--- config.mk ---
export PLATFORM = sky130hd
export DESIGN_NAME = fma_arbiter
export DESIGN_NICKNAME = d
export VERILOG_FILES = /design/src/rtl/fma_arbiter.sv
export SDC_FILE = /design/constraint.sdc
export NUM_CORES = 1
export LEC_CHECK = 0
export ABC_AREA = 1
export CAP_MARGIN = 20
export CORE_AREA = 2 2 219 221
export DETAILED_ROUTE_END_ITERATION = 10
export DIE_AREA = 0 0 221 223
export PLACE_DENSITY = 0.58
export SYNTH_ARGS = -nofsm -noshare
export SYNTH_HDL_FRONTEND = slang
export SYNTH_SLANG_ARGS = --single-unit
--- constraint.sdc ---
create_clock -name clk -period 3.13 [get_ports clk]
set_input_delay 0.626 -clock clk [delete_from_list [all_inputs] [get_ports clk]]
set_output_delay 0.626 -clock clk [all_outputs]
set_load 0.005 [all_outputs]
--- src/rtl/fma_arbiter.sv ---
// Round-robin arbiter/sequencer sharing one single-precision FMA unit among N
// requesters, with a watchdog that answers a hung operation with a qNaN error.
// The instantiating level drives the FMA's rst_n from ~rst so that a reset
// also flushes any completion still in flight inside the FMA.
module fma_arbiter #(
  parameter int unsigned N       = 4,
  parameter int unsigned TIMEOUT = 64,
  parameter int unsigned IDW     = (N > 1) ? $clog2(N) : 1
) (
  input  logic            clk,
  input  logic            rst,
  input  logic [N-1:0]    req_valid,
  output logic [N-1:0]    req_ready,
  input  logic [N*32-1:0] req_a,
  input  logic [N*32-1:0] req_b,
  input  logic [N*32-1:0] req_c,
  output logic            resp_valid,
  input  logic            resp_ready,
  output logic [31:0]     resp_data,
  output logic [IDW-1:0]  resp_id,
  output logic            resp_err,
  output logic            timeout_seen,
  output logic            busy,
  output logic            fma_start,
  output logic [31:0]     fma_a,
  output logic [31:0]     fma_b,
  output logic [31:0]     fma_c,
  input  logic [31:0]     fma_result,
  input  logic            fma_done
);

  localparam int unsigned CW       = $clog2(TIMEOUT + 1);
  localparam logic [31:0] QNAN     = 32'h7FC0_0000;

  typedef enum logic [1:0] {
    IDLE  = 2'd0,
    ISSUE = 2'd1,
    WAIT  = 2'd2,
    RESP  = 2'd3
  } state_t;

  state_t         state_q;
  logic [IDW-1:0] last_q;
  logic [IDW-1:0] id_q;
  logic [CW-1:0]  wd_q;
  logic           fma_start_q;
  logic [31:0]    a_q, b_q, c_q;
  logic           resp_valid_q;
  logic [31:0]    resp_data_q;
  logic           resp_err_q;
  logic           timeout_q;
  logic           busy_q;

  logic           gnt_any_c;
  logic [IDW-1:0] gnt_idx_c;
  logic [IDW-1:0] cand_c;

  logic [31:0]    a_arr [N];
  logic [31:0]    b_arr [N];
  logic [31:0]    c_arr [N];

  // Unpack the flat operand buses into per-requester words
  for (genvar g = 0; g < N; g++) begin : g_unpack
    assign a_arr[g] = req_a[32*g +: 32];
    assign b_arr[g] = req_b[32*g +: 32];
    assign c_arr[g] = req_c[32*g +: 32];
  end

  // Round-robin pick: first valid requester searching upward from last_q+1
  always_comb begin
    gnt_any_c = 1'b0;
    gnt_idx_c = '0;
    cand_c    = '0;
    for (int unsigned k = 1; k <= N; k++) begin
      cand_c = IDW'((32'(last_q) + k) % N);
      if (!gnt_any_c && req_valid[cand_c]) begin
        gnt_any_c = 1'b1;
        gnt_idx_c = cand_c;
      end
    end
  end

  // Accept is combinational and only offered while idle and out of reset
  always_comb begin
    req_ready = '0;
    if ((state_q == IDLE) && !rst && gnt_any_c) begin
      req_ready[gnt_idx_c] = 1'b1;
    end
  end

  // Sequencer FSM with registered outputs and watchdog.
  // wd_q is zero in the first WAIT cycle (one cycle after the start pulse);
  // firing at TIMEOUT-2 makes resp_valid rise exactly TIMEOUT cycles after start.
  always_ff @(posedge clk) begin
    if (rst) begin
      state_q      <= IDLE;
      last_q       <= IDW'(N - 1);
      id_q         <= '0;
      wd_q         <= '0;
      fma_start_q  <= 1'b0;
      a_q          <= '0;
      b_q          <= '0;
      c_q          <= '0;
      resp_valid_q <= 1'b0;
      resp_data_q  <= '0;
      resp_err_q   <= 1'b0;
      timeout_q    <= 1'b0;
      busy_q       <= 1'b0;
    end else begin
      fma_start_q <= 1'b0;
      case (state_q)
        IDLE: begin
          if (gnt_any_c) begin
            a_q         <= a_arr[gnt_idx_c];
            b_q         <= b_arr[gnt_idx_c];
            c_q         <= c_arr[gnt_idx_c];
            id_q        <= gnt_idx_c;
            fma_start_q <= 1'b1;
            busy_q      <= 1'b1;
            state_q     <= ISSUE;
          end
        end
        ISSUE: begin
          wd_q    <= '0;
          state_q <= WAIT;
        end
        WAIT: begin
          if (fma_done) begin
            resp_data_q  <= fma_result;
            resp_err_q   <= 1'b0;
            resp_valid_q <= 1'b1;
            state_q      <= RESP;
          end else if (wd_q == CW'(TIMEOUT - 2)) begin
            resp_data_q  <= QNAN;
            resp_err_q   <= 1'b1;
            timeout_q    <= 1'b1;
            resp_valid_q <= 1'b1;
            state_q      <= RESP;
          end else begin
            wd_q <= wd_q + CW'(1);
          end
        end
        RESP: begin
          if (resp_ready) begin
            resp_valid_q <= 1'b0;
            last_q       <= id_q;
            busy_q       <= 1'b0;
            state_q      <= IDLE;
          end
        end
        default: state_q <= IDLE;
      endcase
    end
  end

  assign fma_start    = fma_start_q;
  assign fma_a        = a_q;
  assign fma_b        = b_q;
  assign fma_c        = c_q;
  assign resp_valid   = resp_valid_q;
  assign resp_data    = resp_data_q;
  assign resp_id      = id_q;
  assign resp_err     = resp_err_q;
  assign timeout_seen = timeout_q;
  assign busy         = busy_q;

endmodule

Word level (Yosys, flattened, before mapping) --
Cells that the tools add are included.
Word-level totals: flip-flop bits (word level) 146, latch bits 0, RAM bits 0, ROM bits 0, input port bits 424, output and inout port bits 139, word-level logic and storage cells 107, memories kept 0
Cells by class: add/subtract/negate cells 5, $mul 0, divide/modulo/power cells 0, $lt $le $gt $ge 7, eq/ne operators 9, shifts and indexed selects 0, mux-type cells 46, bitwise operators 3, reduce and logical (&&, ||, !) cells 24
Operators with widths (count):
- 32-bit two-way mux | 8
- 32-bit binary-select mux with 2-bit select | 3
- 2-bit two-way mux | 8
- 2-bit by 3-bit < comparator with 1-bit output, second input constant | 5
- 1-bit two-way mux | 15
- 3-bit AND reduction | 5
- 7-bit two-way mux | 2
- 7-bit case mux with 2 select lines | 1
- 1-bit binary-select mux with 2-bit select | 4
- 2-bit != test, second input constant | 4
- 2-bit case mux with 4 select lines | 1
- 2-bit nonzero test | 4
- 7-bit by 1-bit adder with 7-bit output, second input constant | 1
- 7-bit by 6-bit equality test with 1-bit output, second input constant | 1
- 1-bit logical AND | 6
- 2-bit AND reduction | 3
- 2-bit by 1-bit adder with 2-bit output, second input constant | 2
- 2-bit adder, second input constant | 2
- 2-bit equality test, second input constant | 2
- 1-bit logical NOT | 4
- 4-bit two-way mux | 1
- 1-bit case mux with 2 select lines | 2
- 3-bit >= comparator, second input constant | 1
- 3-bit != test, second input constant | 1
- 7 further kinds | 8

Depth between registers and ports, before layout --
Gate-level depths: netlist (run 1).
word-level depth 18, depth in mapped cells 17

Least setup slack after synthesis (run 1) --
OpenSTA, ideal clock, no wires.
path kind input to output, from in req_valid[0], to out req_ready[3], arrival 1819 ps, setup slack 685 ps, cell stages on the path 10, cell sequence nand2_1 -> nand2_1 -> nand2_1 -> nand2_1 -> inv_2 -> nand3_1 -> nand3_2 -> buf_4 -> buf_2 -> nor3_1
Between the ends: longest elaborated chain between the ends 17
Ends and longest elaborated chain:
- start: declaration | RTL line 12 | input logic [N-1:0] req_valid,
- 1-bit binary-select mux with 2-bit select | RTL line 76 | if (!gnt_any_c && req_valid[cand_c]) begin
- 1-bit two-way mux (implied by the code) | RTL line 76
- 1-bit two-way mux | RTL line 76
- 1-bit logical NOT | RTL line 76
- 1-bit logical AND | RTL line 76
- 1-bit two-way mux | RTL line 76
- 1-bit logical NOT | RTL line 76
- 1-bit logical AND | RTL line 76
- 1-bit two-way mux | RTL line 76
- 1-bit logical NOT | RTL line 76
- 1-bit logical AND | RTL line 76
- 2-bit two-way mux | RTL line 76
- 2-bit by 3-bit < comparator with 1-bit output (implied by the code) / 2-bit by 1-bit >= comparator with 1-bit output (equally long branches) | RTL line 87 | req_ready[gnt_idx_c] = 1'b1;
- 1-bit logical AND (implied by the code) | RTL line 87
- 1-bit two-way mux (implied by the code) | RTL line 87
- 1-bit demux with 2-bit select | RTL line 87
- 4-bit two-way mux (*) | RTL line 86 | if ((state_q == IDLE) && !rst && gnt_any_c) begin
- end: declaration | RTL line 13 | output logic [N-1:0] req_ready,
Mark *: on every way between the ends. The rest lies on a longest branch, timed or not. The select of a mux whose other input is x is not followed.

Worst setup path after layout (run 1) --
from in req_valid[2], to out req_ready[2]
The elaborated chain is that of the path after synthesis.

==> flow_summary.yaml, run 1 <==
setup_path:
  crit-reg2reg-launch: "last_q[1]"
  cp.buffers_inverters: 2
  arrival_ns: 2.37
  worst_path_most_repeated_cell: "nand2_1"
  path_cells: "clkdlybuf4s50_1 > nand2_1 > nand2_1 > nand2_1 > nand2_1 > nand2_1 > nand2_1 > nand2_1 > nand2_1 > nor2_4 > nor3_2 > dlygate4sd2_1"
  critPathTopFamily: "simple AND/OR/NAND/NOR gates"
  timing.rr.end: "fma_b[7]"
  cp_slowest_cell: "clkdlybuf4s50_1"
  r2r_cells: 17
  cp-start-kind: "input port"
  path_class: "in2out"
  worstPathRequired_ns: 2.50
  crit_fanout: 6
  end_kind: "output pin"
  reg2reg_slack_ns: 0.45
  slowest_delay_ns: 0.46
synthesis:
  synth-xor-area-share: 0.00102
  synth_area_leaders: "dfxtp_1 34%, nand3_1 25%, nand2_1 11%"
  synth_top_area_cell: "dfxtp_1"
  synthCells: 1379
  synth_compound_area_frac: 0.0953
  ys_ff_latch: 146
  synth_mux_area_frac: 0
  synthesis.area_um2: 8630
  synthAdderAreaFrac: 0.0102
  synthSimpleGateAreaFrac: 0.468
  yosysSeqAreaShare: 0.339
  synth_cell_types: 31
  yosys_warnings: 0
  yosys.area.top_type_share: 0.339
  avgSynthCellArea_um2: 6.26
  synth_top_family_by_area: "simple AND/OR/NAND/NOR gates"
  postSynthNetCount: 1810
floorplanning:
  core_area_um2: 47100
  num_rows: 80
  die_h_um: 223
  fp.dieW_um: 221
  initial_core_util: 0.183
  fp.dieArea_um2: 49300
  ios: 563
placement:
  place_inst: 2482
  place_ws_ns: -0.173
  port_buffers: 562
  place_area_um2: 14900
  dp_hpwl_um: 32700
  gp_congestion: 0.898
sta:
  timing.final.crit_period_ns: 2.99
  report.final.slew_viol_count: 0
  setup_viol: 0
  final-hold-violation-count: 0
  max_slew_margin: 0.340
  clock_skew_ns: 0.0125
  setup_slack_ns: 0.137
  worstMarginPinSlew_ns: 0.990
  finalCritPeriodShare: 0.956
  rsz0062_at_grt: "no"
  fin_setup_tns_ns: 0
  fmax_mhz: 334
flow_run:
  drv.max_cap_violation_count: 0
clocking:
  postCtsSetupRepairBufs: 0
  cts_root_buf: "clkbuf_16"
  tritoncts: "yes"
  htree_levels: 4
  cts_hold_repair.buffers: 0
  clkSinkCount: 146
  insertion_delay_ns: 0.48
  path_clk_slew_ns: 0.07
  cts_made_buffers: 17
  clockBufferDepth: 2
route:
  ant_nets: 0
  post_drt_wl_per_cell_um: 17.3
  dr.first_iter.drc_count: 632
  firstDrtPassIters: 7
  routed_via_density: 4.61
  drcViolationCount: 0
  totalWireLength_um: 43500
  num_vias: 11600
hold_path:
  hold_depth: 2
  hold_path_end: "timeout_seen"
  min_path_type: "reg2reg"
  worstHoldStart: "timeout_seen"
cells_and_area:
  fillCellCount: 5050
  syn_to_final_growth_pct: 80.1
  layout_commonest_cell: "clkdlybuf4s50_1"
  drive_gt1_frac: 0.0511
  final_cell_mix: "558 x clkdlybuf4s50_1, 428 x nand3_1, 263 x nand2_1"
  regArea_um2: 2920
  multiInputGateArea_um2: 5000
  final_cells: 2515
  postLayoutCellArea_um2: 15500
  nNetsFinal: 2317
run_status:
  outcome: "finished clean"
power:
  leakagePower_nw: 6.21
  vdd_drop_max_uv: 484
  power_density_nw_per_um2: 800
global_route:
  grt_max_degree: 191
  grt_pass1_wl_um: 65000
  antenna_found_initial: 5
  first_global_vias: 11100
  grt-ovfl-total: 0
  grtUsageTotal: 0.172
-- registers in the layout, indices dropped and copies added, names as in the netlist --
register / count
fma_b: 32
fma_start: 1
state_q: 2
busy: 1
resp_data: 32
resp_err: 1
resp_valid: 1
resp_id: 2
timeout_seen: 1
fma_c: 32
last_q: 2
wd_q: 7
fma_a: 32
-- cell usage after synthesis --
master    count
clkbuf_1     41
nand3_1     429
buf_6         3
o221ai_1      9
o21bai_1      1
nand3_2       3
a221oi_1      1
ha_1          7
a31oi_1       1
inv_1        37
buf_2        47
inv_2         3
nor3b_1       1
nor2_4        3
dfxtp_1     146
a211oi_1      1
nor2_1      200
or2_2         1
nor2_2        1
o21ai_0     103
nor3_1        7
a21oi_1      35
inv_4         1
nand2_2       2
buf_1         6
o211ai_1      3
and3_1        1
nand4_1       1
buf_4        20
nand2_1     264
xnor2_1       1
-- report_power, final --
part           internal [mW]  total [mW]  switching, mW
logic                   3.24        7.30           4.07
registers               2.57        2.96          0.389
clock network           1.22        2.16          0.935
total                   7.03        12.4           5.39
-- layout make-up --
cell class / instances / area share
Clock inverter: 12 / 0.00942
Timing Repair Buffer: 605 / 0.391
Tap cell: 615 / 0.0495
Multi-Input combinational cell: 1075 / 0.322
Antenna cell: 2 / 0.000322
Sequential cell: 146 / 0.188
Inverter: 41 / 0.0105
Clock buffer: 19 / 0.0292
-- cells by family after synthesis --
kind of cell	count (synthesis)
buffers and inverters	158
and+or+nand+nor	913
xor gates and xnor gates	1
DFF	146
AOI/OAI and AO/OA	154
adders and majority gates	7
-- routing by layer --
| metal | wire length (um) | track usage | up-vias | share of wire |
|---|---|---|---|---|
| li1 | - | - | 5661 | - |
| met1 | 17100 | 0.195 | 5308 | 0.39 |
| met2 | 21100 | 0.294 | 549 | 0.49 |
| met3 | 3920 | 0.0608 | 73 | 0.090 |
| met4 | 1330 | 0.0680 | 4 | 0.031 |
| met5 | 26 | 0 | - | 0.00060 |
-- timing repair --
action	in CTS	in global routing
pin swaps	0	1
endpoints found under the setup margin	4	3
gates resized for setup	6	6
-- per-stage QoR --
step / power [mW] / hold WS [ns] / utilization
2_1_floorplan: 6.83 / 0.447 / -
3_3_place_gp: 10.3 / 0.440 / 0.316
3_5_place_dp: 10.3 / 0.455 / 0.316
4_1_cts: 12.6 / 0.466 / 0.329
5_1_grt: 13.4 / 0.495 / 0.329
6_report: 12.4 / 0.471 / 0.329
-- worst max path at each step --
stage / endpoint / start / slack (ns) / cells past startpoint
2_1_floorplan: req_ready[3] / req_valid[0] / 0.68 / 10
3_3_place_gp: req_ready[0] / req_valid[0] / -0.17 / 12
3_5_place_dp: req_ready[2] / req_valid[2] / -0.17 / 12
4_1_cts: req_ready[2] / req_valid[2] / 0.09 / 12
5_1_grt: req_ready[3] / req_valid[2] / 0.01 / 12
6_report: req_ready[2] / req_valid[2] / 0.14 / 12
-- worst min-delay path, stage by stage, from the launching register on --
cell and delay [ns]:
dfxtp_1 0.32, inv_1 0.05, a21oi_1 0.05
Note: power is estimated with default switching activity, not from simulation.
==> run 2, diff against run 1 <==
==> config.mk (replaced) <==
export PLATFORM = sky130hd
export DESIGN_NAME = fma_arbiter
export DESIGN_NICKNAME = d
export VERILOG_FILES = /design/src/rtl/fma_arbiter.sv
export SDC_FILE = /design/constraint.sdc
export NUM_CORES = 1
export LEC_CHECK = 0
export CAP_MARGIN = 20
export CORE_AREA = 2 2 218 220
export DETAILED_ROUTE_END_ITERATION = 10
export DIE_AREA = 0 0 220 222
export PLACE_DENSITY = 0.57
export SYNTH_ARGS = -nofsm -noshare
export SYNTH_HDL_FRONTEND = slang
export SYNTH_SLANG_ARGS = --single-unit
==> flow_summary.yaml, run 2 <==
route:
  post_drt_wl_per_cell_um: 18.7
  dr.first_iter.drc_count: 484
  ant_nets: 0
  totalWireLength_um: 39800
  num_vias: 9523
  drcViolationCount: 0
  firstDrtPassIters: 5
  routed_via_density: 4.48
setup_path:
  crit_fanout: 7
  path_class: "in2out"
  cp-start-kind: "input port"
  reg2reg_slack_ns: 0.80
  worstPathRequired_ns: 2.50
  arrival_ns: 2.29
  end_kind: "output pin"
  r2r_cells: 8
sta:
  timing.final.crit_period_ns: 2.92
  max_slew_margin: 0.379
  final-hold-violation-count: 0
  finalCritPeriodShare: 0.932
  fin_hold_ws_ns: 0.476
  fmax_mhz: 343
  setup_viol: 0
  rsz0062_at_grt: "no"
  worstMarginPinSlew_ns: 0.931
  report.final.slew_viol_count: 0
  clock_skew_ns: 0.0199
clocking:
  postCtsSetupRepairBufs: 0
  htree_levels: 4
  path_clk_slew_ns: 0.06
  insertion_delay_ns: 0.49
  cts_made_buffers: 17
  clkSinkCount: 146
  cts_root_buf: "clkbuf_16"
  clockBufferDepth: 2
  tritoncts: "yes"
synthesis:
  yosys_warnings: 0
  synth_top_area_cell: "dfxtp_1"
  postSynthNetCount: 1407
  synthCells: 976
  synth_mux_area_frac: 0.118
  synthesis.area_um2: 8290
  yosys.area.top_type_share: 0.353
  synth_edf_count: 0
  synth_top_family_by_area: "compound AO/OA/AOI/OAI gates"
  ys_ff_latch: 146
  yosysMostFrequentCell: "nor2_1"
  synth_cell_types: 42
  synthTopCellsByCount: "219 x nor2_1, 146 x dfxtp_1, 104 x nand2_1"
  synth_compound_area_frac: 0.276
  synth-async-reset-ratio: 0
  avgSynthCellArea_um2: 8.49
  synth_area_leaders: "dfxtp_1 35%, mux2i_1 12%, a221o_1 11%"
  yosysSeqAreaShare: 0.353
  synth_flop_cell: "dfxtp_1"
  synthAdderAreaFrac: 0.0106
  synth-xor-area-share: 0.00106
  synthSimpleGateAreaFrac: 0.178
flow_run:
  drv.max_cap_violation_count: 0
run_status:
  outcome: "finished clean"
cells_and_area:
  drive_gt1_frac: 0.0592
  syn_to_final_growth_pct: 83.2
  diodes: 0
  final_cell_mix: "555 x clkdlybuf4s50_1, 219 x nor2_1, 146 x dfxtp_1"
  nNetsFinal: 1938
  layout_commonest_cell: "clkdlybuf4s50_1"
global_route:
  grtUsageTotal: 0.157
  grt-ovfl-total: 0
  first_global_vias: 9511
  grt_pass1_wl_um: 57500
  grt_max_degree: 67
  antenna_found_initial: 3
floorplanning:
  die_h_um: 222
  ios: 563
  core_area_um2: 46300
  fp.dieW_um: 220
  num_rows: 79
  fp.dieArea_um2: 48800
  initial_core_util: 0.179
placement:
  gp_congestion: 0.840
  dp_hpwl_um: 30300
  port_buffers: 562
power:
  total_power_mw: 10.5
  vdd_drop_max_uv: 359
  power_density_nw_per_um2: 690
  leakagePower_nw: 5.82
hold_path:
  min_path_type: "reg2reg"
  hold_depth: 2
## run 2: changes by cell type in the layout (fill, tap and decap cells not counted), moves of 27 or more
cell and delta:
nand2_1 -159, nand3_1 -416, o2bb2ai_1 +90, mux2i_1 +98
inv_1 -27, o21ai_0 -91, a221o_1 +90
## run 2: logic make-up after synthesis
| group | after synthesis |
|---|---|
| compound gates | 263 |
| xor+xnor | 1 |
| fa+ha+maj | 7 |
| flops | 146 |
| buf+inv | 94 |
| mux | 98 |
| simple gates | 367 |
## run 2: path summary, 6_finish.rpt
check / start / endpoint
hold reg to reg: timeout_seen / timeout_seen
setup / recovery: req_valid[2] / req_ready[0]
hold / removal: timeout_seen / timeout_seen
setup reg to reg: state_q[0] / fma_c[24]
## run 2: final cells by class
class                      count  area, um^2
timing repair buffer         598        6000
tap                          607         759
fill                        4827       31100
inverter                       8        30.0
multi-input combinational    736        4900
clock inverter                14         143
clock buffer                  18         429
sequential                   146        2920
## run 2: per-layer routing
metal | global-route usage | part of all wire | up-vias
met5 | 0 | 0.00068 | -
met4 | 0.0574 | 0.024 | 4
met3 | 0.0528 | 0.086 | 53
met2 | 0.280 | 0.50 | 389
met1 | 0.171 | 0.39 | 4400
li1 | - | - | 4677
## run 2: report_power, final
part / total [mW] / leakage [nW] / internal [mW] / switching [mW]
clock: 2.08 / 0.271 / 1.11 / 0.968
combinational: 5.42 / 4.35 / 2.98 / 2.44
sequential: 2.98 / 1.21 / 2.57 / 0.402
total: 10.5 / 5.82 / 6.67 / 3.81
## run 2: what timing repair did
item | CTS | global route
hold buffers | 0 | 0
resized for setup | 4 | 4
setup endpoints to repair | 4 | 2
## run 2: critical path, cell delays in order
cell and delay [ns]:
clkdlybuf4s50_1 0.61, nor2_1 0.11, a22oi_1 0.31, o22ai_4 0.12
and3_1 0.22, dlygate4sd2_1 0.30
## run 2: stage by stage
stage	util	cell area (um^2)	std cells	TNS (ns)	setup WS (ns)
2_1_floorplan	-	8290	976	0	0.786
3_3_place_gp	0.316	14600	2095	-0.0521	-0.0347
3_5_place_dp	0.316	14600	2095	-0.0785	-0.0521
4_1_cts	0.328	15200	2127	0	0.0292
5_1_grt	0.328	15200	2127	0	0.117
6_report	0.328	15200	2127	0	0.212
